[src/rtl/mic1_sequencer.sv]
// MIC-1 microsequencer: FETCH/EXEC/HALT control for the microprogram.
// Ports: clock, reset, cs_addr/cs_data store, mbr/alu_n/alu_z, MIR, ALU, halted, step (MIC1_SEQ_STEP_EN).
module mic1_sequencer (
  input  logic        clock,
  input  logic        reset,
  output logic [8:0]  cs_addr,
  input  logic [35:0] cs_data,
  input  logic [7:0]  mbr,
  input  logic        alu_n,
  input  logic        alu_z,
`ifdef MIC1_SEQ_STEP_EN
  input  logic        step,
`endif
  output logic [15:0] MIR,
  output logic [7:0]  ALU,
  output logic        halted
);

  typedef enum logic [1:0] {
    S_FETCH = 2'd0,
    S_EXEC  = 2'd1,
    S_HALT  = 2'd2
  } state_e;

  localparam logic [8:0] HALT_ADDR = 9'h1FF;

  state_e      state_q;
  logic [8:0]  mpc_q;
  logic [35:0] mir_q;
  logic        halted_q;

  logic [8:0]  nxt_addr;
  logic [7:0]  nxt_lo;
  logic        nxt_hi;
  logic        adv_fetch;

  // Microinstruction field views
  logic [8:0]  f_next;
  logic        f_jmpc;
  logic        f_jamn;
  logic        f_jamz;

  assign f_next = mir_q[35:27];
  assign f_jmpc = mir_q[26];
  assign f_jamn = mir_q[25];
  assign f_jamz = mir_q[24];

  // Jams are ORed in, never added: no carry into bit 8.
  always_comb begin
    nxt_hi   = f_next[8]
             | (f_jamn & alu_n)
             | (f_jamz & alu_z);
    nxt_lo   = f_next[7:0]
             | (f_jmpc ? mbr : 8'h00);
    nxt_addr = {nxt_hi, nxt_lo};
  end

`ifdef MIC1_SEQ_STEP_EN
  assign adv_fetch = step;
`else
  assign adv_fetch = 1'b1;
`endif

  always_ff @(posedge clock) begin
    if (reset) begin
      state_q  <= S_FETCH;
      mpc_q    <= 9'h000;
      mir_q    <= 36'h0;
      halted_q <= 1'b0;
    end else begin
      case (state_q)
        S_FETCH: begin
          if (adv_fetch) begin
            mir_q   <= cs_data;
            state_q <= S_EXEC;
          end
        end
        S_EXEC: begin
          mpc_q <= nxt_addr;
          if (nxt_addr == HALT_ADDR) begin
            state_q  <= S_HALT;
            halted_q <= 1'b1;
          end else begin
            state_q  <= S_FETCH;
          end
        end
        S_HALT: begin
          state_q  <= S_HALT;
          halted_q <= 1'b1;
        end
        default: begin
          state_q  <= S_FETCH;
          halted_q <= 1'b0;
        end
      endcase
    end
  end

  assign cs_addr = mpc_q;
  assign ALU     = mir_q[23:16];
  assign halted  = halted_q;

  // C-bus enables and memory strobes fire only in EXEC;
  // B select stays visible so the bus is stable beforehand.
  assign MIR = (state_q == S_EXEC) ? mir_q[15:0]
                                   : {12'h000, mir_q[3:0]};

endmodule

[config.mk]
export PLATFORM = sky130hd
export DESIGN_NAME = mic1_sequencer
export DESIGN_NICKNAME = d
export VERILOG_FILES = /design/src/rtl/mic1_sequencer.sv
export SDC_FILE = /design/constraint.sdc
export NUM_CORES = 1
export LEC_CHECK = 0
export BUFFER_PORTS_ARGS = -buffer_cell sky130_fd_sc_hd__buf_2
export CORE_ASPECT_RATIO = 1.1
export CORE_MARGIN = 2
export CORE_UTILIZATION = 30
export DETAILED_ROUTE_END_ITERATION = 16
export GPL_ROUTABILITY_DRIVEN = 0
export GPL_TIMING_DRIVEN = 0
export REMOVE_ABC_BUFFERS = 1
export SETUP_SLACK_MARGIN = 0.5
export SYNTH_ARGS = -nofsm -noshare
export SYNTH_HDL_FRONTEND = slang
export SYNTH_SLANG_ARGS = --single-unit
[constraint.sdc]
create_clock -name clock -period 3.9 [get_ports clock]
set_clock_uncertainty 0.1 [all_clocks]
set_input_delay 0.78 -clock clock [delete_from_list [all_inputs] [get_ports clock]]
set_output_delay 0.78 -clock clock [all_outputs]
set_load 0.02 [all_outputs]
==> flow_summary.toml <==
[clock_network]
cts.root.buffer_cell = "sky130_fd_sc_hd__clkbuf_8"
cts_sinks = 48
post-cts-setup-buffers = 0
worstSkewPairLatency_ps = 300
clock_edge_transition_at_the_registers_on_the_reported_setup_and_hold_paths_ps = 80
post_cts_hold_buffer_count = 0
cts_repair_resize_count = 0
cts_made_buffers = 5
cts_tree = "done"
max-clock-path-buffers = 2
cts.htree.levels = 2

[global_route]
globalRouteOverflowTotal = 0
global_route.usage.total_pct = 12.3
vias_in_the_first_global_route = 1494
grt_start_max_net_pins = 50
global_route_wire_length_before_repair_um = 6940
antenna_found_initial = 0

[synth]
yosysTopAreaCellShare_pct = 48.0
syn-mean-instance-area_um2 = 9.67
yosysWarnings = 0
synth_fa_ha_area_share_pct = 1.88
synthXorXnorAreaFrac_pct = 0
post_synth_main_area_contributors = "sky130_fd_sc_hd__dfxtp_1 48%, sky130_fd_sc_hd__mux2i_1 19%, sky130_fd_sc_hd__nor2_1 9.0%, sky130_fd_sc_hd__buf_4 5.6%, sky130_fd_sc_hd__and2_1 3.8%"
yosysTopAreaCell = "sky130_fd_sc_hd__dfxtp_1"
syn-cell-area_mm2 = 0.00200
synth-seq-cells = 48
ys_types = 21
synth_top_family_by_area = "multiplexers"
synth_compound_area_share_pct = 8.19
synth_seq_area_share_pct = 48.0
yosys.area_share.simple_pct = 15.3
netlist_instances = 207
yosys-mux-area-fraction_pct = 18.5

[floorplan]
die_outline_area_mm2 = 0.00734
rows = 31
die-width_um = 81.9
chipHeight_um = 89.7
top_level_ports = 82
core_mm2 = 0.00652
initial_utilization_pct = 30.7

[sta]
maxSlewHeadroom_pct = 29.8
clock.fmax_mhz = 348
fin_ws_ps = 1030
totalNegativeSetupSlack_ps = 0
min_period_over_period_pct = 73.6
hold_violations = 0
post-route-min-period_ps = 2870
setup-violations-final = 0
maxSlewViolCount = 0
rsz_0062_raised_after_global_routing = "no"
worst_slew_pin_slew_ps = 1050

[finish]
net_count_reported_at_finish = 322
most-common-layout-cells = "81 x sky130_fd_sc_hd__buf_2, 48 x sky130_fd_sc_hd__nor2_1, 48 x sky130_fd_sc_hd__dfxtp_1"
ant_cells = 0
layout_cell_share_with_drive_strength_beyond_1_pct = 33.5
synthToLayoutAreaGrowth_pct = 24.2
layout.cells.most_common = "sky130_fd_sc_hd__buf_2"

[drt]
post_drt_wl_per_cell_um = 12.0
vias_per_cell = 4.45
wire_length_reported_by_the_detailed_router_um = 4230
drt_drc_violations_left = 0
route.vias.total = 1576
ant_nets = 0
detail_route.first_pass.iterations = 3
initialDrtViolationCount = 54

[outcome]
status = "finished, final reports clean"

[place]
port-buffer-count = 81
dp_hpwl_um = 2930
place_worst_setup_slack_ps = 1270

[worst_setup_path]
timing.setup.critical_path_class = "flip-flop to output port"
critical-path-slowest-cell = "sky130_fd_sc_hd__ha_1"
register_to_register_setup_slack_ps = 1940
critPathMaxStageDelay_ps = 860
crit_path_start_kind = "flip-flop"
critical_path_required_ps = 3020
critical_path.max_fanout = 32
arrival_ps = 1990
path_cells = "inv_1 > ha_1 > and2_1 > buf_2"
cp-end-kind = "output port"

[power]
power_density_mw_per_mm2 = 430
cellLeakagePower_uw = 0.00127
vdd.ir_drop.worst_mv = 0.138

[run]
cap_violations = 0

[worst_hold_path]
min-delay-path-class = "flip-flop to flip-flop"
==> metal layers <==
| metal | up-vias | global-route usage, % | routed length (um) |
|---|---|---|---|
| li1 | 818 | - | - |
| met1 | 703 | 15.5 | 1990 |
| met2 | 49 | 20.5 | 1940 |
| met3 | 6 | 3.30 | 257 |
| met4 | 0 | 3.64 | 51 |
| met5 | - | 0 | 0 |
==> synthesized netlist by cell type <==
cell type,number
sky130_fd_sc_hd__dfxtp_1,48
sky130_fd_sc_hd__nor2_1,48
sky130_fd_sc_hd__mux2i_1,37
sky130_fd_sc_hd__buf_4,15
sky130_fd_sc_hd__and2_1,12
sky130_fd_sc_hd__a211oi_1,9
sky130_fd_sc_hd__a21oi_1,8
sky130_fd_sc_hd__clkbuf_1,7
sky130_fd_sc_hd__o22ai_1,4
sky130_fd_sc_hd__buf_2,3
sky130_fd_sc_hd__ha_1,3
sky130_fd_sc_hd__inv_1,2
sky130_fd_sc_hd__nand2b_1,2
sky130_fd_sc_hd__nand4_1,2
sky130_fd_sc_hd__a221oi_1,1
sky130_fd_sc_hd__a31oi_1,1
sky130_fd_sc_hd__a32oi_1,1
sky130_fd_sc_hd__nor2b_1,1
sky130_fd_sc_hd__nor3b_1,1
sky130_fd_sc_hd__nor4_2,1
sky130_fd_sc_hd__o21bai_1,1
==> flip-flops by register name, summed over array words and instances, names as in the netlist <==
register,cells
mir_q,36
state_q,2
halted,1
cs_addr,9
==> kinds of logic (layout without fill, tap and decap cells) <==
group	count (synthesis)	count (layout)
DFF	48	48
AOI/OAI and AO/OA	25	25
buffers and inverters	27	92
muxes	37	37
adders and majority gates	3	3
and+or+nand+nor	67	67
==> report_power, final <==
group / total [uW] / internal [uW] / leakage (uW) / switching (uW)
sequential: 544 / 524 / 0.000397 / 19.8
clock: 355 / 190 / 0.0000552 / 165
combinational: 169 / 75.6 / 0.000821 / 93.6
==> path summary, 6_finish.rpt <==
path	startpoint	to	cells after the start
hold / removal	halted	halted	2
setup / recovery	state_q[1]	MIR[15]	4
setup reg to reg	state_q[1]	state_q[1]	5
hold reg to reg	halted	halted	2
==> cell type report <==
class	count	area (um2)
timing repair buffer	82	425
sequential	48	961
tap	82	103
clock buffer	6	72.6
multi-input combinational	132	881
clock inverter	2	35.0
inverter	2	7.51
fill	680	4030
==> critical path: cells and delay by family, from the launching register on <==
kind	cells	cell delay [ps]
buffers and inverters	2	270
adders and majority gates	1	860
DFF	1	330
and+or+nand+nor	1	240
==> through the flow <==
step	hold WS (ps)	std cells	cell area, um2	util [%]	total power (uW)
6_report	381	354	2480	38.1	1070
4_1_cts	393	354	2480	38.1	1090
5_1_grt	411	354	2480	38.1	1130
3_3_place_gp	365	345	2350	36.1	725
2_1_floorplan	352	182	1850	-	657
3_5_place_dp	376	346	2380	36.5	728
Power figures use the tool's default switching activity.
